$ cat config.mk
export PLATFORM = sky130hd
export DESIGN_NAME = bridge_tx
export DESIGN_NICKNAME = d
export VERILOG_FILES = /design/src/rtl/bridge_pkg.sv /design/src/rtl/bridge_tx.sv
export SDC_FILE = /design/constraint.sdc
export NUM_CORES = 1
export LEC_CHECK = 0
export CORE_UTILIZATION = 45
export CTS_CLUSTER_DIAMETER = 80
export DETAILED_ROUTE_END_ITERATION = 10
export PLACE_DENSITY = 0.75
export REMOVE_ABC_BUFFERS = 1
export SLEW_MARGIN = 20
export SYNTH_ARGS = -nofsm -noshare
export SYNTH_HDL_FRONTEND = slang
export SYNTH_SLANG_ARGS = --single-unit
$ cat constraint.sdc
create_clock -name clk -period 2.13 [get_ports clk]
set_input_delay 0.213 -clock clk [delete_from_list [all_inputs] [get_ports clk]]
set_output_delay 0.213 -clock clk [all_outputs]
set_load 0.02 [all_outputs]
$ cat src/rtl/bridge_pkg.sv
// Shared framing definitions for the host bridge: ASCII markers, hex encoding
// and the transmit state type. bridge_rx decodes with the same constants.
package bridge_pkg;

    localparam logic [7:0] PREAMBLE_CHAR = 8'h4D;
    localparam logic [7:0] CR            = 8'h0D;
    localparam logic [7:0] LF            = 8'h0A;

    typedef enum logic {IDLE, SEND} bridge_tx_state_t;

    // Uppercase only, so the host parser never has to fold case.
    function automatic logic [7:0] to_ascii_hex(input logic [3:0] nib);
        if (nib < 4'd10) return 8'h30 + {4'h0, nib};
        return 8'h41 + ({4'h0, nib} - 8'd10);
    endfunction

endpackage

$ cat src/rtl/bridge_tx.sv
// Response side of the host bridge: serialises one read result as
// "M" + hex digits (MS nibble first) + CR + LF over a byte valid/ready handshake.
module bridge_tx
    import bridge_pkg::*;
#(
    parameter int DATA_WIDTH = 16
) (
    input  logic                  clk,
    input  logic                  rst,
    input  logic [DATA_WIDTH-1:0] rdata_i,
    input  logic                  rw_i,
    input  logic                  valid_i,
    output logic                  ready_o,
    output logic [7:0]            data_o,
    output logic                  valid_o,
    input  logic                  ready_i,
    output logic                  busy_o
);

    localparam int N     = DATA_WIDTH / 4;
    localparam int CNT_W = $clog2(N + 3);
    localparam int SEL_W = $clog2(DATA_WIDTH);

    localparam logic [CNT_W-1:0] IDX_CR = CNT_W'(N + 1);
    localparam logic [CNT_W-1:0] IDX_LF = CNT_W'(N + 2);

    bridge_tx_state_t      state;
    logic [DATA_WIDTH-1:0] hold;
    logic [CNT_W-1:0]      cnt;
    logic [CNT_W-1:0]      next_idx;
    logic [SEL_W-3:0]      nib_sel;
    logic [7:0]            next_byte;

    // Byte index k (1..N) carries nibble N-k, so the MS nibble goes out first.
    always_comb begin
        next_idx  = cnt + 1'b1;
        nib_sel   = (SEL_W-2)'(CNT_W'(N) - next_idx);
        next_byte = to_ascii_hex(hold[{nib_sel, 2'b00} +: 4]);
        if (next_idx == IDX_CR)
            next_byte = CR;
        else if (next_idx == IDX_LF)
            next_byte = LF;
    end

    always_ff @(posedge clk or posedge rst) begin
        if (rst) begin
            state   <= IDLE;
            hold    <= '0;
            cnt     <= '0;
            data_o  <= 8'h00;
            valid_o <= 1'b0;
        end else begin
            case (state)
                IDLE: begin
                    if (valid_i && !rw_i) begin
                        hold    <= rdata_i;
                        cnt     <= '0;
                        data_o  <= PREAMBLE_CHAR;
                        valid_o <= 1'b1;
                        state   <= SEND;
                    end
                end
                SEND: begin
                    if (ready_i) begin
                        if (cnt == IDX_LF) begin
                            state   <= IDLE;
                            cnt     <= '0;
                            data_o  <= 8'h00;
                            valid_o <= 1'b0;
                        end else begin
                            cnt    <= next_idx;
                            data_o <= next_byte;
                        end
                    end
                end
                default: state <= IDLE;
            endcase
        end
    end

    assign ready_o = (state == IDLE);
    assign busy_o  = !ready_o;

endmodule

Word level (Yosys, flattened, before mapping)

Index checks and enable logic that the tools add are counted.

Register bits: 29
Bits of input ports: 21
Output and inout port bits: 11
Logic and storage cells: 45

Add/subtract/negate cells: 5
Order comparisons: 1
Eq/ne operators: 6
Shifts and indexed selects: 1
Muxes and demuxes: 21
Bitwise logic cells: 1
Reduce and logical (&&, ||, !) cells: 5

Operators by type and width:

| kind                | number |
|---|---|
| $mux 8              | 7 |
| $pmux 8 s2          | 1 |
| $shiftx 16x5->4     | 1 |
| $eq 3x3->1 const B  | 3 |
| $mux 3              | 3 |
| $add 7x8->8 const A | 1 |
| $add 6x4->7 const A | 1 |
| $mux 1              | 7 |
| $pmux 3 s2          | 1 |
| $sub 4x4->5 const B | 1 |
| $lt 4x4->1 const B  | 1 |
| $ne 2x1->1 const B  | 2 |
| $pmux 1 s2          | 2 |
| $reduce_and 2->1    | 2 |
| $add 3x1->3 const B | 1 |
| $reduce_and 3->1    | 1 |
| $ne 2x2->1 const B  | 1 |
| $sub 1x2->2 const A | 1 |
| $logic_and 1x1->1   | 1 |
| $logic_not 1->1     | 1 |
| $not 1->1           | 1 |

Depth between registers and ports, before layout

Gate-level depths: netlist (run 1).

Depth after elaboration: 11
Mapped depth: 11
Mapped depth without buffers: 9

Worst setup path after synthesis (run 1)

Ideal clock, no wire load.

Path type: register -> register
From: register cnt[0]
To: register data_o[4]
Library setup time: 120 ps
Arrival time: 2221 ps
Required time: 2010 ps
Slack: -211 ps
Stages on the path, launching flop included: 11
Buffers on the path: 1
Clock period less this slack: 2341 ps
Path through: dfrtp_1 -> buf_6 -> mux4_1 -> inv_1 -> ha_1 -> inv_1 -> ha_1 -> nand3b_1 -> a311o_1 -> o21ai_0 -> nor2_1

Word-level cells in the longest chain between the ends: 11
Elaborated cells between the ends (all ways): 18
Those cells by class: 5 x add/sub; 1 x order compare; 3 x eq/ne; 1 x shift; 8 x mux

RTL lines:

| what                                | line             | RTL |
|---|---|---|
| start: declaration                  | bridge_tx.sv:29  | `logic [CNT_W-1:0] cnt;` |
| start signal: assignment            | bridge_tx.sv:71  | `cnt <= next_idx;` |
| $add 3x1->3                         | bridge_tx.sv:36  | `next_idx = cnt + 1'b1;` |
| $sub 1x2->2                         | bridge_tx.sv:37  | `nib_sel = (SEL_W-2)'(CNT_W'(N) - next_idx);` |
| $shiftx 16x5->4                     | bridge_tx.sv:38  | `next_byte = to_ascii_hex(hold[{nib_sel, 2'b00} +: 4]);` |
| $sub 4x4->5 (tied with other cells) | bridge_pkg.sv:14 | `return 8'h41 + ({4'h0, nib} - 8'd10);` |
| $add 7x8->8 (tied with other cells) | bridge_pkg.sv:14 |  |
| $mux 8                              | bridge_pkg.sv:14 |  |
| $mux 8                              | bridge_tx.sv:41  | `else if (next_idx == IDX_LF)` |
| $mux 8                              | bridge_tx.sv:39  | `if (next_idx == IDX_CR)` |
| $mux 8 *                            | bridge_tx.sv:65  | `if (cnt == IDX_LF) begin` |
| $mux 8 *                            | bridge_tx.sv:64  | `if (ready_i) begin` |
| $pmux 8 s2 *                        | bridge_tx.sv:53  | `case (state)` |
| end signal: assignment              | bridge_tx.sv:72  | `data_o <= next_byte;` |
| end: declaration                    | bridge_tx.sv:14  | `output logic [7:0] data_o,` |

Every way passes the cells marked *; elsewhere a longest branch is shown, timed or not. The select of a mux whose other input is x is not followed.
A chain may end at the register's enable or synchronous reset.

Worst setup path after layout (run 1)

Ends and elaborated chain as after synthesis.

==> results.md, run 1 <==
* Die height at 59.8 um
* Initial Util at 0.485
* Setup Skew at 0.00194 ns
* Hold/Removal Path Class: primary input to asynchronous set/reset pin
* Max-cap violation count at 0
* Max VDD drop at 0.817 mV
* Core area at 3100 um2
* Syn. warnings at 0
* Nets at 239
* Hold Violations, Final at 0
* Layout cell share with drive strength beyond 1 at 0.216
* RSZ-0062 raised after global routing: yes
* Failing checks: negative setup slack
* Mean Syn Cell Area at 8.95 um2
* Clock-pin slew on the worst setup and hold paths at 0.16 ns
* Net switching power at 0.00152 W
* Async set or reset register ratio after synthesis at 1.00
* Count of cell types in the netlist at 38
* Vias at 1316
* Seq/Total Area, Yosys at 0.466
* Total GRT Usage at 0.237
* Tot Pwr at 0.00374 W
* Reg2reg end: data_o[4]
* # hold bufs at CTS at 0
* Leakage at 0.963 nW
* Starting DRT DRC Count at 64
* I/O pin total at 32
* Final HPWL DP at 2560 um
* Std-Cell Rows at 20
* Period minus WS final at 2.27 ns
* # diodes at 0
* Initial antenna violation count at 0
* Comb power frac at 0.650
* Vias in the first global route at 1366
* Worst Setup Start Kind: flop
* Total setup violations reported at the end of the flow at 2
* Flop pwr share at 0.255
* CP required at 2.37 ns
* TritonCTS clock tree: done
* GR Overflow Total at 0
* Synth Flop Type: dfrtp_1
* Slew Limit Fails at 0
* Period utilization at 1.07
* Largest net degree at the start of global routing at 29
* WHS at 0.218 ns
* Clock power frac at 0.095
* Pwr Density at 1770 nW/um2
* Synth Cell Area at 1500 um2
* Switching Share at 0.405
* R2R cell count at 9
* Synth Instances at 168
* DRC at 0
* Worst path arrival time at 2.51 ns
* CTS Buf Count at 3
* Setup TNS at -0.183 ns
* DRT Pass-1 Iters at 5
* Post-route ant nets at 0
* Critical path class: flop to flop
* Post-synth EDFFs at 0
* FILL cells at 254
* Synth top area share at 0.466
* Status: finished with violations
* Max clock buf depth at 2
* Max H-tree Level at 1
* Die Width at 59.8 um
* Crit Path Max Fanout at 4
* DIE AREA at 3580 um2
* Post-synth top area cell: dfrtp_1
* Int Pwr at 0.00223 W
* Clock Latency Late Sink at 0.33 ns
* Layout area overhead at 40.3%
* Total clock sinks at 28
* Via density at 5.12
* First-pass GRT wire length at 6310 um
* Per-cell routed wire length at 14.0 um
* Max Freq at 0.441 GHz
* Most common cell after layout, fill and taps aside: nand2_1
* Crit end category: flop
* Final RePlAce weighted congestion at 0.885
* Port bufs at 30
* Area contributors post-synth: dfrtp_1 47%, nand2_1 14%, mux4_2 4.5%
* RR Startpoint: cnt[0]
* Pre-CTS WS at -0.359 ns
* Most frequent cells in the layout: 56 x nand2_1, 30 x clkdlybuf4s50_1, 27 x dfrtp_1
* Synth Register Bits at 28
* Root Driver: clkbuf_4
* Flop-to-flop setup slack at -0.14 ns
* Drt total wl at 3590 um
* PnR worst setup slack at -0.139 ns
[worst max-delay path by stage]
stage                     slack [ns]        end  startpoint
after CTS                      -0.10  data_o[4]      cnt[0]
after global routing           -0.23  data_o[4]      cnt[0]
after global placement         -0.18  data_o[4]      cnt[0]
after detailed placement       -0.36  data_o[4]      cnt[0]
after floorplan                -0.42  data_o[4]      cnt[0]
final                          -0.14  data_o[4]      cnt[0]
[Yosys cell counts, types with 2 or more instances]
| master | count |
|---|---|
| nand3_1 | 4 |
| nor2_1 | 7 |
| a21o_1 | 2 |
| o31ai_1 | 2 |
| nand3b_1 | 2 |
| mux4_2 | 3 |
| a21oi_1 | 5 |
| nand2_1 | 56 |
| o22ai_1 | 2 |
| buf_2 | 2 |
| mux2i_1 | 2 |
| dfrtp_1 | 28 |
| o21ai_0 | 8 |
| a311o_1 | 2 |
| xor2_1 | 2 |
| nor2b_1 | 2 |
| ha_1 | 4 |
| clkbuf_1 | 7 |
| nand2b_1 | 2 |
| inv_1 | 8 |
[metrics by stage]
| stage | std cells | utilization | cell area [um2] |
|---|---|---|---|
| 3_5_place_dp | 250 | 0.629 | 1950 |
| 4_1_cts | 257 | 0.664 | 2060 |
| 2_1_floorplan | 157 | - | 1450 |
| 6_report | 257 | 0.680 | 2110 |
| 5_1_grt | 257 | 0.680 | 2110 |
| 3_3_place_gp | 250 | 0.629 | 1950 |
[cell type report]
type | instances | area (um2) | share of cell area
clock inverter | 1 | 30.0 | 0.0142
multi-input combinational | 121 | 793 | 0.376
sequential | 28 | 702 | 0.333
inverter | 8 | 33.8 | 0.0160
timing repair buffer | 52 | 473 | 0.224
clock buffer | 3 | 22.5 | 0.0107
tap | 44 | 55.1 | 0.0261
[routing by layer]
| metal | part of all wire | wire [um] | up-vias | global-route usage |
|---|---|---|---|---|
| met5 | 0 | 0 | - | 0 |
| met4 | 0.012 | 44 | 0 | 0.0698 |
| met3 | 0.032 | 115 | 6 | 0.0303 |
| met2 | 0.49 | 1750 | 38 | 0.384 |
| met1 | 0.47 | 1680 | 622 | 0.333 |
| li1 | - | - | 650 | - |
[critical path: stages (launching register included)]
cell      delay, ns
dfrtp_2        0.46
mux4_2         0.55
inv_2          0.11
ha_4           0.14
inv_2          0.04
ha_4           0.26
nand3b_1       0.11
a311o_1        0.31
o21ai_1        0.14
nor2_1         0.06
[logic make-up after synthesis]
group | count (synthesis) | share of synthesized area
xor+xnor | 3 | 0.0175
simple gates | 77 | 0.215
compound gates | 30 | 0.133
mux | 6 | 0.0757
flops | 28 | 0.466
fa+ha+maj | 4 | 0.0333
buf+inv | 19 | 0.0566
other cells | 1 | 0.00249
[power groups by stage]
stage	registers (W)	clock network, W	logic [W]
global route	0.000988	0.000386	0.00268
global placement	0.000952	0	0.00188
floorplan	0.00105	0	0.00103
detailed placement	0.000963	0	0.00196
finish	0.000956	0.000356	0.00243
CTS	0.000956	0.000364	0.00220
[registers in the layout (all words and copies together), names as in the netlist]
name	flops
hold	16
data_o	7
cnt	3
busy_o	1
valid_o	1
[timing repair]
item	4_1_cts	5_1_grt
pin swaps	5	4
resized for setup	12	8
endpoints found under the setup margin	7	6
setup buffers	3	0
Power figures use the tool's default switching activity.
==> inputs of run 2 (changes only) <==
--- a/config.mk
+++ b/config.mk
@@ -5,10 +5,10 @@
 export SDC_FILE = /design/constraint.sdc
 export NUM_CORES = 1
 export LEC_CHECK = 0
-export CORE_UTILIZATION = 45
+export CORE_UTILIZATION = 50
 export CTS_CLUSTER_DIAMETER = 80
 export DETAILED_ROUTE_END_ITERATION = 10
-export PLACE_DENSITY = 0.75
+export PLACE_DENSITY = 0.79
 export REMOVE_ABC_BUFFERS = 1
 export SLEW_MARGIN = 20
 export SYNTH_ARGS = -nofsm -noshare
==> constraint.sdc (replaced) <==
create_clock -name clk -period 2.22 [get_ports clk]
set_input_delay 0.222 -clock clk [delete_from_list [all_inputs] [get_ports clk]]
set_output_delay 0.222 -clock clk [all_outputs]
set_load 0.02 [all_outputs]
==> run 2 against run 1 <==
The flow finishes with violations (design-rule violations, negative setup slack). Maximum frequency is 0.45% higher. Utilization rose by 4.1 points. Critical path depth unchanged. Die area is 9.7% lower. Register-to-register slack better by 0.10 ns. Final area down 4.2%. Clock power shrank 6.5%. Combinational power down 15%. Wire length is 5.0% lower. Via count rose by 1.7%. Highest routed layer unchanged.
==> results.md, run 2 (same netlist as run 1, synthesis figures left out) <==
* Failing checks: design-rule violations, negative setup slack
* Max reg flops at 16 (unchanged)
* Die Width at 56.8 um (-5.0%)
* Busiest grt layer: met2
* Pwr Density at 1640 nW/um2 (-7.8%)
* Total setup violations reported at the end of the flow at 1 (-1)
* Most frequent cells in the layout: 56 x nand2_1, 30 x clkdlybuf4s50_1, 27 x dfrtp_1
* Met3 Use GR at 0.0253 (-0.00496)
* Layout area overhead at 34.4%
* Nets at 237 (-0.84%)
* Max-cap violation count at 0 (unchanged)
* Leakage at 0.944 nW (-1.9%)
* Placed insts at 237 (-5.2%)
* Total GRT Usage at 0.239 (+0.00216)
* # diodes at 0 (unchanged)
* Total clock sinks at 28 (unchanged)
* CTS Buf Count at 3 (unchanged)
* GR Overflow Total at 0 (unchanged)
* Setup Skew at 0.00893 ns (+0.00698 ns)
* Initial Util at 0.536 (+0.0515)
* DRC at 2 (+2)
* Hold Violations, Final at 0 (unchanged)
* Max H-tree Level at 1 (unchanged)
* Crit Path Max Fanout at 5 (+1)
* Worst path arrival time at 2.49 ns (-0.02 ns)
* Crit end category: flop
* Hold/Removal Path Class: primary input to asynchronous set/reset pin
* RSZ-0062 raised after global routing: yes
* Status: finished with violations
* I/O pin total at 32 (unchanged)
* Largest net degree at the start of global routing at 29 (unchanged)
* Drt total wl at 3410 um (-5.0%)
* Vias at 1339 (+1.7%)
* CP max-delay cell: mux4_2
* Clock-pin slew on the worst setup and hold paths at 0.16 ns (about the same)
* Per-cell routed wire length at 14.1 um (+0.90%)
* M2 GR Usage at 0.406 (+0.0223)
* Slew Limit Fails at 0 (unchanged)
* Starting DRT DRC Count at 38 (-41%)
* Clock Latency Late Sink at 0.33 ns (about the same)
* Final cell count without fillers at 242 (-5.8%)
* Post-route ant nets at 0 (unchanged)
* Via density at 5.53 (+8.1%)
* GR Util met1 at 0.321 (-0.0122)
* CP Cell Sequence: mux4_2 > inv_2 > ha_4 > inv_2 > ha_4 > nand3b_1 > a311o_1 > mux2i_1 > nor2_1
* Initial antenna violation count at 0 (unchanged)
* Layout cell share with drive strength beyond 1 at 0.175 (-0.0406)
* Vias in the first global route at 1343 (-1.7%)
* Final RePlAce weighted congestion at 0.844 (-4.6%)
* Root Driver: clkbuf_4
* DIE AREA at 3230 um2 (-9.7%)
* Port bufs at 30 (unchanged)
* DRT Pass-1 Iters at 7 (+2)
* Biggest register: hold
* PnR worst setup slack at -0.0390 ns (+0.100 ns)
* TritonCTS clock tree: done
* Critical path class: flop to flop
* Period utilization at 1.02 (-0.0478)
* First-pass GRT wire length at 5980 um (-5.4%)
* Worst path max stage delay at 0.53 ns (-0.02 ns)
* WHS at 0.232 ns (+0.0140 ns)
* Most common cell after layout, fill and taps aside: nand2_1
* Die height at 56.8 um (-5.0%)
* Max Freq at 0.443 GHz (+0.45%)
* FILL cells at 211 (-17%)
* CP required at 2.45 ns (+0.08 ns)
* Std-Cell Rows at 19 (-5.0%)
* Final HPWL DP at 2500 um (-2.1%)
* Max VDD drop at 0.706 mV (-14%)
* # hold bufs at CTS at 0 (unchanged)
* Worst Setup Start Kind: flop
* Biggest regs: hold: 16 flops, data_o: 7 flops, cnt: 3 flops
* Period minus WS final at 2.26 ns (-0.0103 ns)
* Max clock buf depth at 2 (unchanged)
* Flop-to-flop setup slack at -0.04 ns (+0.10 ns)
* Core area at 2810 um2 (-9.6%)
-- run 2: cell types whose count changed in the layout (fill, tap and decap cells not counted), sizes merged --
cell      previous run  this run
buf                 22        20
inv                  7         8
clkinvlp             1         0
-- run 2: final timing paths --
kind	cells after the start	from	to
setup / recovery	9	cnt[0]	data_o[4]
hold reg to reg	2	hold[2]	hold[2]
min in group clk	3	rdata_i[0]	hold[0]
hold / removal	3	rst	hold[8]
max in group asynchronous	3	rst	cnt[0]
setup reg to reg	9	cnt[0]	data_o[4]
-- run 2: layer usage --
metal  part of all wire  up-vias  routed length (um)
met5                  0        -                   0
met4              0.015        0                  52
met3              0.038        6                 129
met2               0.51       38                1740
met1               0.44      651                1490
li1                   -      644                   -
-- run 2: area by class of cell --
class	instances	area [um2]	share of cell area
sequential	28	702	0.347
timing repair buffer	50	450	0.223
clock inverter	1	30.0	0.0149
inverter	8	30.0	0.0149
multi-input combinational	121	748	0.370
tap	31	38.8	0.0192
clock buffer	3	22.5	0.0111
-- run 2: stage by stage --
step	cell area [um2]	setup TNS (ns)	utilization	worst slack, ns	power [W]
global route	2020	-0.109	0.721	-0.107	0.00356
finish	2020	-0.0390	0.721	-0.0390	0.00331
global placement	1940	-0.0622	0.690	-0.0622	0.00274
CTS	2000	0	0.712	0.00658	0.00321
floorplan	1450	-1.66	-	-0.328	0.00199
detailed placement	1940	-0.150	0.690	-0.121	0.00281
-- run 2: power breakdown --
part / switching, W / internal, W
Sequential: 0.000171 / 0.000746
Clock: 0.000151 / 0.000183
Combinational: 0.000987 / 0.00107
Total: 0.00131 / 0.00200
-- run 2: critical path: cells and delay by family, from the launching register on --
family                   cells  cell delay (ns)
AO/OA/AOI/OAI                1             0.35
buffers and inverters        2             0.14
multiplexers                 2             0.67
flip-flops                   1             0.45
adder cells (fa/ha/maj)      2             0.39
AND/OR/NAND/NOR              2             0.16
-- run 2: timing repair --
| item | 4_1_cts | 5_1_grt |
|---|---|---|
| setup endpoints to repair | 2 | 2 |
| setup buffers | 0 | 1 |
| gates resized for setup | 4 | 6 |
| pin swaps | 3 | 4 |
